File: config.mk
export PLATFORM = sky130hd
export DESIGN_NAME = instr_fetch_unit
export DESIGN_NICKNAME = d
export VERILOG_FILES = /design/src/rtl/core_pkg.sv /design/src/rtl/fetch_timeout_ctr.sv /design/src/rtl/instr_fetch_unit.sv
export SDC_FILE = /design/constraint.sdc
export NUM_CORES = 1
export LEC_CHECK = 0
export CAP_MARGIN = 20
export CORE_MARGIN = 3
export CORE_UTILIZATION = 33
export DETAILED_ROUTE_END_ITERATION = 6
export HOLD_SLACK_MARGIN = 0.1
export SLEW_MARGIN = 5
export SYNTH_ARGS = -nofsm -noshare
export SYNTH_HDL_FRONTEND = slang
export SYNTH_SLANG_ARGS = --single-unit
File: constraint.sdc
create_clock -name clk -period 5 [get_ports clk]
set_input_delay 0.5 -clock clk [delete_from_list [all_inputs] [get_ports clk]]
set_output_delay 0.5 -clock clk [all_outputs]
set_load 0.01 [all_outputs]
File: src/rtl/core_pkg.sv
// Shared core types: fetch FSM states, datapath width, instruction size.
// Latency: n/a (types and constants only).
// Backpressure: n/a.
package core_pkg;

    localparam int XLEN        = 32;
    localparam int INSTR_BYTES = 4;

    typedef enum logic [1:0] {
        IDLE = 2'd0,
        REQ  = 2'd1,
        DONE = 2'd2,
        ERR  = 2'd3
    } fetch_state_t;

    // A fetch address is legal only on a 4-byte boundary.
    function automatic logic is_aligned(input logic [XLEN-1:0] addr);
        return (addr[1:0] == 2'b00);
    endfunction

endpackage

File: src/rtl/fetch_timeout_ctr.sv
// Saturating wait-cycle counter with clear/enable and an expired flag.
// Latency: count updates one cycle after clr/en; expired is a decode of count.
// Backpressure: none; holds at TIMEOUT once reached, never wraps.
module fetch_timeout_ctr #(
    parameter int TIMEOUT = 15
) (
    input  logic clk,
    input  logic rst,
    input  logic clr,
    input  logic en,
    output logic expired
);

    localparam int W = $clog2(TIMEOUT + 1);

    logic [W-1:0] count;

    // Clear has priority; increment stops at TIMEOUT so the count cannot wrap.
    always_ff @(posedge clk or negedge rst) begin
        if (!rst) begin
            count <= '0;
        end else if (clr) begin
            count <= '0;
        end else if (en && (count != W'(TIMEOUT))) begin
            count <= count + 1'b1;
        end
    end

    // Expired on the last allowed wait cycle (count TIMEOUT-1).
    assign expired = (count >= W'(TIMEOUT - 1));

endmodule

File: src/rtl/instr_fetch_unit.sv
// Instruction fetch: owns PC, issues req/ack reads, strobes IRwrite on return.
// Latency: start->mem_req 1 cycle; ack->IRwrite 1 cycle; ack->idle 2 cycles.
// Backpressure: waits on mem_ack up to TIMEOUT cycles; new starts ignored while busy.
module instr_fetch_unit
    import core_pkg::*;
#(
    parameter logic [31:0] RESET_PC = 32'h0000_0000,
    parameter int          TIMEOUT  = 15
) (
    input  logic        clk,
    input  logic        rst,
    input  logic        fetch_start,
    input  logic        pc_load,
    input  logic [31:0] pc_next,
    input  logic        fault_clr,
    output logic        mem_req,
    output logic [31:0] mem_addr,
    input  logic        mem_ack,
    input  logic [31:0] mem_rdata,
    output logic [31:0] mem_data,
    output logic        IRwrite,
    output logic [31:0] pc,
    output logic        busy,
    output logic        fault
);

    fetch_state_t state, state_nxt;

    logic [XLEN-1:0] pc_nxt, addr_nxt, data_nxt, target;
    logic            req_nxt, irw_nxt, fault_nxt;
    logic            ctr_clr, ctr_en, ctr_expired;

    fetch_timeout_ctr #(
        .TIMEOUT (TIMEOUT)
    ) u_timeout (
        .clk     (clk),
        .rst     (rst),
        .clr     (ctr_clr),
        .en      (ctr_en),
        .expired (ctr_expired)
    );

    // State register.
    always_ff @(posedge clk or negedge rst) begin
        if (!rst) begin
            state <= IDLE;
        end else begin
            state <= state_nxt;
        end
    end

    // Next state and next values of every registered output.
    always_comb begin
        state_nxt = state;
        pc_nxt    = pc;
        addr_nxt  = mem_addr;
        data_nxt  = mem_data;
        req_nxt   = mem_req;
        irw_nxt   = 1'b0;
        fault_nxt = fault;
        ctr_clr   = 1'b0;
        ctr_en    = 1'b0;
        target    = pc_load ? pc_next : pc;

        unique case (state)
            IDLE: begin
                if (pc_load) begin
                    pc_nxt = pc_next;
                end
                if (fetch_start) begin
                    if (!is_aligned(target)) begin
                        fault_nxt = 1'b1;
                        state_nxt = ERR;
                    end else begin
                        addr_nxt  = target;
                        req_nxt   = 1'b1;
                        ctr_clr   = 1'b1;
                        state_nxt = REQ;
                    end
                end
            end
            REQ: begin
                // An ack on the final allowed cycle still completes the fetch.
                if (mem_ack) begin
                    data_nxt  = mem_rdata;
                    irw_nxt   = 1'b1;
                    req_nxt   = 1'b0;
                    pc_nxt    = mem_addr + XLEN'(INSTR_BYTES);
                    state_nxt = DONE;
                end else if (ctr_expired) begin
                    req_nxt   = 1'b0;
                    fault_nxt = 1'b1;
                    state_nxt = ERR;
                end else begin
                    ctr_en = 1'b1;
                end
            end
            DONE: begin
                state_nxt = IDLE;
            end
            ERR: begin
                // PC is left untouched so the next fetch retries the same address.
                if (fault_clr) begin
                    fault_nxt = 1'b0;
                    state_nxt = IDLE;
                end
            end
            default: begin
                state_nxt = IDLE;
            end
        endcase
    end

    // Output and PC registers; busy tracks the registered state.
    always_ff @(posedge clk or negedge rst) begin
        if (!rst) begin
            pc       <= RESET_PC;
            mem_req  <= 1'b0;
            mem_addr <= '0;
            mem_data <= '0;
            IRwrite  <= 1'b0;
            fault    <= 1'b0;
            busy     <= 1'b0;
        end else begin
            pc       <= pc_nxt;
            mem_req  <= req_nxt;
            mem_addr <= addr_nxt;
            mem_data <= data_nxt;
            IRwrite  <= irw_nxt;
            fault    <= fault_nxt;
            busy     <= (state_nxt != IDLE);
        end
    end

endmodule

==> flow_summary.ini, run 1 <==
[status]
status = finished clean

[sta]
hold_viol = 0
final.period_utilization = 0.550
period_needed_ps = 2750
final-setup-viol-count = 0
max_freq_mhz = 364
fin_worst_skew_ps = 8.30
worstMarginPinSlew_ps = 952
setup-tns-final_ps = 0
rsz0062_at_grt = no
slew_headroom = 0.363
slew_violations = 0

[cells_and_area]
layout_common_cells = clkdlybuf4s50_1 (167), nand2_1 (130), dfrtp_1 (106)
final_common_cell = clkdlybuf4s50_1
syn2layout_area_growth_pct = 42.5
final_nets = 789
n_antenna_cell = 0
postLayoutCoreUtil = 0.484
fin_cells = 932
drive_gt1_frac = 0.0555

[die]
coreArea_um2 = 15300
die_area_um2 = 17300
die_w_um = 132
row_count = 45
ios = 170
chipHeight_um = 132
start_util = 0.340

[clock_network]
cts_hold_buf = 0
cts_buffers = 9
insertion_delay_ps = 350
postCtsSetupBuffers = 0
htreeDepth = 3
clock_sinks = 106
cts.clk_slew.worst_paths_ps = 70
clockBufferDepth = 2
cts_tree = done
cts_root_buffer = clkbuf_16
cts_resized = 0

[drt]
antenna_left = 0
via_per_inst = 5.02
wl_um = 15700
drt_first_pass_iters = 4
vias = 4675
drtIter0Drc = 224
drc = 0
wire_per_inst_um = 16.9

[synth]
avgSynthCellArea_um2 = 9.27
synth_top_area_frac = 0.510
ys_ff_latch = 106
synthArstFlopShare = 1.00
ys_types = 45
syn_inst = 561
synth_edf_count = 0
yosysTopAreaCell = dfrtp_1
synth_flop_cell = dfrtp_1
synth_area_leaders = dfrtp_1 (51%), nand2_1 (9.5%), mux2i_1 (5.8%), a21oi_1 (5.0%), nor2_1 (3.4%)
yosys_warnings = 0
syn_area_um2 = 5200
ys_seq_area_frac = 0.510
synth_nets = 634

[setup_path]
crit_type = reg2reg
crit_arrival_ps = 3020
endpoint_kind = flop
r2r_slack_ps = 2250
start_kind = flop
critical_path_peak_fanout = 50
crit_required_ps = 5270

[global_route]
grt_util_met3 = 0.0620
busiest_layer = met2
grt_pass1_vias = 4922
grtUsageTotal = 0.186
antenna_found_initial = 0
grtUsageMet2 = 0.301
grt_first_pass_wirelength_um = 26100
grt_max_degree = 58
overflow = 0
met1_usage = 0.234

[place]
io_buffers = 169
place.gp.congestion = 0.848
hpwl_um = 11000
placed_cells = 916

[job]
maxCapViolCount = 0

[power_and_ir_drop]
p_sw_mw = 1.81
leakage_nw = 3.17
p_per_area_nw_per_um2 = 635
ir_drop_uv = 264
seqPwrFrac = 0.368
p_sw_frac = 0.385
comb_power_share = 0.461
p_int_mw = 2.90
p_clk_frac = 0.171

[min_path]
hold_class = in2async
==> cell usage after synthesis (2+ instances only) <==
library cell  number
a21oi_1           52
a221o_1            4
a31oi_1            3
a32oi_1           12
and3_1             9
buf_1              2
buf_2             11
clkbuf_1          18
dfrtp_1          106
ha_1               3
inv_1              7
mux2i_1           30
nand2_1          131
nand2b_1           4
nand3_1           11
nand3b_1           2
nand4_1            6
nor2_1            47
nor2b_1            4
nor3_1             4
nor3_2             7
nor3b_1            2
nor4_2             2
o21ai_0           17
o21ai_1            5
o22ai_1           11
or2_2              3
or3_1              3
xnor2_1           15
xor2_1            15
==> routing by layer <==
metal | share of wire | routed length, um
met5 | 0 | 0
met4 | 0.019 | 297
met3 | 0.085 | 1340
met2 | 0.47 | 7420
met1 | 0.42 | 6670
==> through the flow <==
stage	power, mW	setup slack [ps]	hold WS, ps	cell area (um^2)
3_3_place_gp	3.87	2080	457	7080
3_5_place_dp	3.93	2020	462	7080
6_report	4.71	2250	178	7410
2_1_floorplan	2.72	3160	204	5200
5_1_grt	5.07	1990	238	7410
4_1_cts	4.76	2220	213	7410
==> flip-flops by register name, indices dropped and copies added (netlist names) <==
| register | count |
|---|---|
| pc | 32 |
| mem_data | 32 |
| state | 2 |
| fault | 1 |
| mem_addr | 32 |
| u_timeout.count | 4 |
| mem_req | 1 |
| IRwrite | 1 |
| busy | 1 |
==> power by group through the flow <==
stage / Combinational (mW) / Clock (mW) / Sequential (mW)
global placement: 2.15 / 0 / 1.72
CTS: 2.20 / 0.831 / 1.73
floorplan: 0.938 / 0 / 1.78
global route: 2.40 / 0.864 / 1.80
finish: 2.17 / 0.806 / 1.73
detailed placement: 2.19 / 0 / 1.74
==> worst paths after layout <==
check                                      to  cells after the start         start
min reg2reg                      mem_data[22]                      2  mem_data[22]
min                        u_timeout.count[2]                      1           rst
max                                    pc[11]                      8      state[0]
min in group clk                 mem_data[22]                      2  mem_data[22]
max reg2reg                            pc[11]                      8      state[0]
max in group asynchronous        mem_data[30]                      2           rst
==> layout make-up <==
class,count,area [um^2]
well taps,211,264
inverters,8,30.0
clock buffers,11,233
clock inverters,5,103
fillers,1449,7900
flip-flops and latches,106,2650
multi-input cells,415,2390
repair buffers,176,1740
==> worst max-delay path, cell delays in order (launching register included) <==
cell	delay, ps
dfrtp_1	600
nor2b_1	360
nand2_2	80
buf_4	310
clkinv_1	90
buf_4	410
o21a_1	520
o22ai_1	150
a21oi_1	140
==> cell families after synthesis <==
group	after synthesis	synth area share
AO/OA/AOI/OAI	111	0.128
multiplexers	30	0.0577
XOR/XNOR	30	0.0505
buffers and inverters	40	0.0322
flip-flops	106	0.510
AND/OR/NAND/NOR	241	0.214
adder cells (fa/ha/maj)	3	0.00722
Power figures use the tool's default switching activity.
==> run 2: changes to the inputs <==
==> constraint.sdc (replaced) <==
create_clock -name clk -period 2.23 [get_ports clk]
set_input_delay 0.223 -clock clk [delete_from_list [all_inputs] [get_ports clk]]
set_output_delay 0.223 -clock clk [all_outputs]
set_load 0.01 [all_outputs]
==> flow_summary.ini, run 2 (same netlist as run 1, synthesis figures left out) <==
[min_path]
hold_path.startpoint = pc_load
hold_class = in2reg

[sta]
hold_viol = 0
slew_headroom = 0.652
final-setup-viol-count = 0
fin_ws_ps = 298
slew_violations = 0
max_freq_mhz = 518
final.period_utilization = 0.867
setup-tns-final_ps = 0
fin_worst_skew_ps = 9.83
period_needed_ps = 1930
worstMarginPinSlew_ps = 518
rsz0062_at_grt = no

[cells_and_area]
n_antenna_cell = 0
drive_gt1_frac = 0.0733
final_nets = 805
syn2layout_area_growth_pct = 44.0
layout_common_cells = clkdlybuf4s50_1 (167), nand2_1 (130), dfrtp_1 (106)
num-fill-cells = 1468
fin_cells = 948
postLayoutCoreUtil = 0.489
final_common_cell = clkdlybuf4s50_1
reg_top3 = mem_addr: 32 flops, mem_data: 32 flops, pc: 32 flops

[setup_path]
endpoint_kind = flop
r2r_start = mem_addr[11]
path_cells = nand4_2, or3_1, nor3_2, xor2_1, a221o_1
crit_arrival_ps = 2170
crit_type = reg2reg
critical_path_peak_fanout = 7
cp-endpoint = pc[25]
rr_endpoint = pc[25]
r2r_slack_ps = 300
slowest_stage = or3_1
rr_worst_depth = 5
cpPeakStageDelay_ps = 550
crit_required_ps = 2470
start_kind = flop
setup.worst_path.start = mem_addr[11]

[global_route]
grt_pass1_vias = 4771
overflow = 0
grtUsageTotal = 0.182
grt_first_pass_wirelength_um = 25500
grt_max_degree = 67
antenna_found_initial = 0

[clock_network]
cts_buffers = 9
cts_hold_buf = 1
cts_root_buffer = clkbuf_16
postCtsSetupBuffers = 0
htreeDepth = 3
cts_tree = done
clockBufferDepth = 2
cts.clk_slew.worst_paths_ps = 70
clock_sinks = 106
insertion_delay_ps = 360
cts_resized = 0

[die]
start_util = 0.340
chipHeight_um = 132
die_area_um2 = 17300
row_count = 45
coreArea_um2 = 15300
ios = 170
die_w_um = 132

[drt]
drtIter0Drc = 243
drt_first_pass_iters = 5
drc = 0
vias = 4716
antenna_left = 0
wire_per_inst_um = 16.4
via_per_inst = 4.97
wl_um = 15600

[power_and_ir_drop]
p_per_area_nw_per_um2 = 1390
leakage_nw = 3.23
ir_drop_uv = 631

[place]
placed_cells = 931
hpwl_um = 11300
io_buffers = 169
place_ws_ps = 277
place.gp.congestion = 0.790

[job]
maxCapViolCount = 0

[status]
status = finished clean
-- run 2: cell count changes in the layout (fill, tap and decap cells not counted), sizes merged --
cell         before  now
clkbuf           11   13
clkinvlp          1    0
clkinv            2    4
dlygate4sd3       0    1
bufinv            3    0
buf               9   24
-- run 2: metrics by stage --
| stage | total power [mW] | hold WS (ps) | area (um^2) |
|---|---|---|---|
| 2_1_floorplan | 6.10 | -72.6 | 5200 |
| 3_3_place_gp | 8.84 | 188 | 7210 |
| 3_5_place_dp | 8.96 | 199 | 7210 |
| 4_1_cts | 10.5 | 272 | 7490 |
| 5_1_grt | 11.2 | 326 | 7490 |
| 6_report | 10.4 | 276 | 7490 |
-- run 2: layout make-up --
cell class,count,area [um^2],share of cell area
flip-flops and latches,106,2650,0.354
multi-input cells,415,2390,0.319
repair buffers,192,1880,0.252
well taps,211,264,0.0353
clock buffers,13,250,0.0334
inverters,8,30.0,0.00401
clock inverters,3,15.0,0.00201
-- run 2: worst min-delay path by stage --
stage / depth (start not counted) / endpoint
4_1_cts: 4 / pc[1]
3_5_place_dp: 1 / u_timeout.count[2]
2_1_floorplan: 0 / IRwrite
3_3_place_gp: 1 / u_timeout.count[2]
5_1_grt: 4 / pc[1]
6_report: 4 / pc[1]
-- run 2: where the power goes --
part | leakage (nW) | internal (mW) | switching, mW
Clock | 0.133 | 0.785 | 0.712
Sequential | 1.26 | 2.84 | 0.937
Combinational | 1.84 | 2.68 | 2.43
Total | 3.23 | 6.31 | 4.08
-- run 2: metal layers --
metal	track usage	vias up	wire length, um
met5	0	-	0
met4	0.0397	0	152
met3	0.0762	16	1480
met2	0.291	182	7290
met1	0.230	2247	6630
li1	-	2271	-
-- run 2: critical path, delay by kind of cell, from the launching register on --
kind             cells  cell delay (ps)
AND/OR/NAND/NOR      3              970
XOR/XNOR             1               90
AO/OA/AOI/OAI        1              310
flip-flops           1              450
==> run 3: changes to the inputs <==
--- a/config.mk
+++ b/config.mk
@@ -8,6 +8,7 @@
 export CAP_MARGIN = 20
 export CORE_MARGIN = 3
 export CORE_UTILIZATION = 33
+export CTS_CLUSTER_SIZE = 10
 export DETAILED_ROUTE_END_ITERATION = 6
 export HOLD_SLACK_MARGIN = 0.1
 export SLEW_MARGIN = 5
==> results of run 3 <==
The final DEF is identical to that of run 2; final timing and power are the same.
